<file path="config.mk">
export PLATFORM = sky130hd
export DESIGN_NAME = rr_arbiter8_flat
export DESIGN_NICKNAME = d
export VERILOG_FILES = /design/src/rtl/rr_arbiter8_if.sv /design/src/rtl/rr_arbiter8.sv /design/src/flat_wrapper.sv
export SDC_FILE = /design/constraint.sdc
export NUM_CORES = 1
export LEC_CHECK = 0
export BUFFER_PORTS_ARGS = -buffer_cell sky130_fd_sc_hd__buf_2
export CAP_MARGIN = 20
export CORE_ASPECT_RATIO = 2
export CORE_MARGIN = 4
export CORE_UTILIZATION = 45
export DETAILED_ROUTE_END_ITERATION = 12
export PLACE_DENSITY = 0.68
export SLEW_MARGIN = 40
export SYNTH_ARGS = -nofsm -noshare
export SYNTH_HDL_FRONTEND = slang
export SYNTH_SLANG_ARGS = --single-unit
</file>
<file path="constraint.sdc">
create_clock -name clk -period 3.5 [get_ports clk]
set_clock_uncertainty 0.05 [all_clocks]
set_input_delay 0.175 -clock clk [delete_from_list [all_inputs] [get_ports clk]]
set_output_delay 0.175 -clock clk [all_outputs]
set_load 0.03 [all_outputs]
</file>
<file path="src/rtl/rr_arbiter8_if.sv">
// Request/grant bundle between the eight requesters and rr_arbiter8.
// master = requester side, slave = arbiter side.
interface rr_arbiter8_if;
    logic [7:0] req;
    logic [7:0] grant;
    logic [2:0] grant_idx;
    logic       grant_valid;
    logic       timeout;

    modport master (
        output req,
        input  grant,
        input  grant_idx,
        input  grant_valid,
        input  timeout
    );

    modport slave (
        input  req,
        output grant,
        output grant_idx,
        output grant_valid,
        output timeout
    );
endinterface

</file>
<file path="src/rtl/rr_arbiter8.sv">
// 8-requester round-robin arbiter with registered one-hot and binary grant outputs.
// Define ARB_TIMEOUT_EN to bound each ownership to MAX_HOLD cycles.
module rr_arbiter8 #(
    parameter int unsigned MAX_HOLD = 16
) (
    input  logic        clk,
    input  logic        rst_n,
    rr_arbiter8_if.slave bus
);

    if (MAX_HOLD < 2 || MAX_HOLD > 255) begin : g_max_hold_check
        $error("rr_arbiter8: MAX_HOLD must be in 2..255");
    end

    typedef enum logic [0:0] {StIdle, StOwn} state_e;

    state_e     state_q, state_d;
    logic [2:0] last_q, last_d;
    logic [7:0] grant_q, grant_d;
    logic [2:0] idx_q, idx_d;
    logic       valid_q, valid_d;
    logic [2:0] rr_winner;

    // First set bit searching upward from last+1; last itself is lowest priority.
    function automatic logic [2:0] rr_pick(input logic [7:0] r, input logic [2:0] last);
        logic [2:0] pick;
        logic [2:0] cand;
        pick = 3'd0;
        for (int k = 8; k >= 1; k--) begin
            cand = last + 3'(k);
            if (r[cand]) begin
                pick = cand;
            end
        end
        return pick;
    endfunction

    assign rr_winner = rr_pick(bus.req, last_q);

`ifdef ARB_TIMEOUT_EN
    localparam logic [7:0] HoldLimit = 8'(MAX_HOLD - 1);

    logic [7:0] hold_q, hold_d;
    logic       timeout_q, timeout_d;
    logic [7:0] others;

    assign others = bus.req & ~(8'b1 << last_q);
`endif

    always_comb begin
        state_d = state_q;
        last_d  = last_q;
`ifdef ARB_TIMEOUT_EN
        hold_d    = hold_q;
        timeout_d = 1'b0;
`endif
        unique case (state_q)
            StIdle: begin
                if (|bus.req) begin
                    state_d = StOwn;
                    last_d  = rr_winner;
`ifdef ARB_TIMEOUT_EN
                    hold_d  = '0;
`endif
                end
            end
            StOwn: begin
                if (bus.req[last_q]) begin
`ifdef ARB_TIMEOUT_EN
                    if (hold_q == HoldLimit) begin
                        // Forced handoff only when someone else is waiting.
                        hold_d = '0;
                        if (|others) begin
                            last_d    = rr_pick(others, last_q);
                            timeout_d = 1'b1;
                        end
                    end else if (hold_q != 8'hFF) begin
                        hold_d = hold_q + 8'd1;
                    end
`endif
                end else if (|bus.req) begin
                    last_d = rr_winner;
`ifdef ARB_TIMEOUT_EN
                    hold_d = '0;
`endif
                end else begin
                    state_d = StIdle;
                end
            end
            default: state_d = StIdle;
        endcase

        valid_d = (state_d == StOwn);
        idx_d   = valid_d ? last_d : 3'd0;
        grant_d = valid_d ? (8'b1 << last_d) : 8'd0;
    end

    always_ff @(posedge clk or negedge rst_n) begin
        if (!rst_n) begin
            state_q <= StIdle;
            last_q  <= 3'd7;
            grant_q <= 8'd0;
            idx_q   <= 3'd0;
            valid_q <= 1'b0;
        end else begin
            state_q <= state_d;
            last_q  <= last_d;
            grant_q <= grant_d;
            idx_q   <= idx_d;
            valid_q <= valid_d;
        end
    end

`ifdef ARB_TIMEOUT_EN
    always_ff @(posedge clk or negedge rst_n) begin
        if (!rst_n) begin
            hold_q    <= '0;
            timeout_q <= 1'b0;
        end else begin
            hold_q    <= hold_d;
            timeout_q <= timeout_d;
        end
    end

    assign bus.timeout = timeout_q;
`else
    assign bus.timeout = 1'b0;
`endif

    assign bus.grant       = grant_q;
    assign bus.grant_idx   = idx_q;
    assign bus.grant_valid = valid_q;

endmodule
</file>
<file path="src/flat_wrapper.sv">
// flat-port wrapper written by rule: the top's interface ports become plain ports
module rr_arbiter8_flat 
#(
    parameter int unsigned MAX_HOLD = 16
)
  (clk, rst_n, bus_req, bus_grant, bus_grant_idx, bus_grant_valid, bus_timeout);
  rr_arbiter8_if bus_i ();
  input  logic clk;
  input  logic rst_n;
  input wire logic [$bits(bus_i.req)-1:0] bus_req;
  output wire logic [$bits(bus_i.grant)-1:0] bus_grant;
  output wire logic [$bits(bus_i.grant_idx)-1:0] bus_grant_idx;
  output wire logic [$bits(bus_i.grant_valid)-1:0] bus_grant_valid;
  output wire logic [$bits(bus_i.timeout)-1:0] bus_timeout;
  assign bus_i.req = bus_req;
  assign bus_grant = bus_i.grant;
  assign bus_grant_idx = bus_i.grant_idx;
  assign bus_grant_valid = bus_i.grant_valid;
  assign bus_timeout = bus_i.timeout;
  rr_arbiter8 #(.MAX_HOLD(MAX_HOLD)) u_core (.clk(clk), .rst_n(rst_n), .bus(bus_i));
endmodule
</file>
==> out/qor.yml <==
outcome:
  status: "completed"
synthesis:
  synth_top_area_cell: "dfrtp_1"
  synth-main-ff-cell: "dfrtp_1"
  synthCells: 152
  synth_warnings: 0
  ys_seq_area_share_pct: 23.2
  synth_cell_type_count: 57
  synth_common_cells: "mux2i_1 (13), dfrtp_1 (12), mux4_2 (12)"
  synth-seq-cells: 15
  synth_nets: 164
  synth_edf_count: 0
  postSynth.asyncResetShare_pct: 100
  ys_top_cells_by_area: "dfrtp_1 (18%), mux4_2 (17%), mux2i_1 (8.0%)"
  avgSynthCellArea_um2: 10.7
  syn_area_mm2: 0.00163
  synth.top_cell.area_share_pct: 18.4
  synth.most_common_cell: "mux2i_1"
timing:
  max_freq_mhz: 323
  post-route-min-period_ns: 3.10
  finalHoldViolations: 0
  finalSetupTns_ns: 0
  min_period_over_period_pct: 88.5
  slew_headroom_pct: 66.1
  worst_pin_slew_ns: 0.508
  finalSetupViolCount: 0
  drv_slew: 0
  rsz0062_at_grt: "no"
floorplanning:
  start_util_pct: 47.3
  coreArea_mm2: 0.00345
  num_rows: 30
  die_height_um: 93.2
  die_x_um: 50.6
  boundaryPins: 23
  die_area_mm2: 0.00471
global_routing:
  grt_max_degree: 24
  grt_busiest_layer: "met2"
  grt_pass1_wl_um: 6840
  gr-usage-met2_pct: 34.8
  antenna_found_initial: 0
  overflow: 0
  grt_use_met1_pct: 17.6
  grt_pass1_vias: 1455
  met3_usage_pct: 3.19
  grtUsageTotal_pct: 19.0
critical_path:
  crit_chain: "inv_2 -> ha_1 -> buf_4 -> mux4_2 -> and2_1 -> a2111oi_2 -> a2111oi_1 -> nor2_2 -> o21ai_2 -> and3b_1"
  required_ns: 3.58
  slowest_delay_ns: 0.53
  crit_type: "reg2reg"
  critPathLaunchType: "flop"
  r2r_start: "u_core.last_q[0]"
  crit_path_start: "u_core.last_q[0]"
  cp_slowest_cell: "dfstp_2"
  critical_path.max_fanout: 7
  end_kind: "flop"
  arrival_ns: 3.18
cts:
  tritoncts: "built"
  h-tree-depth: 1
  postCtsHoldBufs: 1
  ctsResizeCount: 0
  post_cts_buffers: 0
  clk_pin_slew_worst_paths_ns: 0.05
  clock_latency_ns: 0.24
  numCtsBuffers: 3
  cts_sinks: 15
  clock_path_buffers: 2
  clockRootBuffer: "clkbuf_8"
routing:
  dr.pass1.iters: 4
  ant_nets: 0
  viasPerCell: 6.34
  num_vias: 1375
  post-route-drc-count: 0
  routed_wl_um: 4240
  drt_iter0_markers: 29
  wl_per_cell_um: 19.6
worst_hold_path:
  hold_path.class: "in2reg"
  min-delay-start: "bus_req[3]"
cells_and_area:
  regArea_um2: 379
  finalNetCount: 182
  antennaDiodeCount: 0
  area_growth_pct: 8.97
  fillers: 323
  multi_input_area_mm2: 0.00113
  drive_gt1_share_pct: 38.5
placement:
  gp_congestion: 0.965
  port_buffers: 21
  dp_hpwl_um: 3440
flow_run:
  cap_viol_max_count: 0
[per-layer routing]
metal | up-vias | part of all wire (%)
li1 | 613 | -
met1 | 671 | 31
met2 | 69 | 56
met4 | 0 | 7.1
met5 | - | 0
met3 | 22 | 5.8
[per-stage QoR]
step,hold slack [ns],cells,setup slack (ns),util (%),area (um^2)
after floorplan,-0.171,152,0.245,-,1630
after global placement,0.0296,212,0.471,49.9,1720
after detailed placement,0.0319,212,0.410,49.9,1720
after CTS,0.271,217,0.402,51.5,1780
after global routing,0.319,217,0.174,51.5,1780
final,0.290,217,0.401,51.5,1780
[flip-flops by register name, summed over array words and instances, names as in the netlist]
signal                count
u_core.state_q            1
u_core.last_q             3
u_core.bus.grant          8
u_core.bus.grant_idx      3
[final cells by class]
class,count,share of cell area [%]
inverter,7,1.48
clock buffer,4,2.53
sequential,15,21.3
tap,48,3.38
timing repair buffer,25,7.74
multi-input combinational,118,63.6
[logic make-up (layout without fill, tap and decap cells)]
logic type / Yosys count / in the layout / share of synthesized area (%)
AO/OA/AOI/OAI: 37 / 37 / 17.9
other: 1 / 1 / 0.230
buffers and inverters: 19 / 36 / 7.51
multiplexers: 30 / 30 / 29.1
flip-flops: 15 / 15 / 23.2
adder cells (fa/ha/maj): 2 / 2 / 1.53
XOR/XNOR: 4 / 4 / 2.61
AND/OR/NAND/NOR: 44 / 44 / 17.9
[path summary, 6_finish.rpt]
kind	slack, ns	cells past startpoint	end
min reg2reg	0.64	2	u_core.last_q[0]
max	0.40	10	u_core.bus.grant[3]
max in group asynchronous	2.81	2	u_core.last_q[1]
min	0.29	4	u_core.last_q[2]
max reg2reg	0.40	10	u_core.bus.grant[3]
min in group asynchronous	0.31	2	u_core.bus.grant[4]
[layout by cell type (no fill, tap or decap), types with 2 or more instances in the layout]
cell type,Yosys,final
buf_2,4,21
o21ai_0,7,7
xor2_1,2,2
o21ai_4,2,2
a21oi_1,8,8
and2_1,6,6
inv_1,6,6
nand2_1,8,8
mux2_2,2,2
nor3b_2,2,2
o21ai_2,2,2
buf_4,2,3
clkbuf_8,0,3
dfstp_2,3,3
nor2_2,2,2
mux4_2,12,12
mux2_4,2,2
nand3_1,4,4
ha_1,2,2
nor4_1,3,3
nor2_1,3,3
nand2b_1,4,4
dfrtp_1,12,12
a2bb2oi_1,2,2
mux2i_1,13,13
o22ai_1,3,3
and3b_1,3,3
[worst max-delay path: cells and delay by family (launching register included)]
kind	cells	cell delay, ns
buffers and inverters	2	0.31
DFF	1	0.53
adders and majority gates	1	0.41
muxes	1	0.30
AOI/OAI and AO/OA	3	0.85
and+or+nand+nor	3	0.55
Power is left out: the tool's default activity adds up to more than one toggle a clock period on the data nets, which glitch-free logic cannot reach.
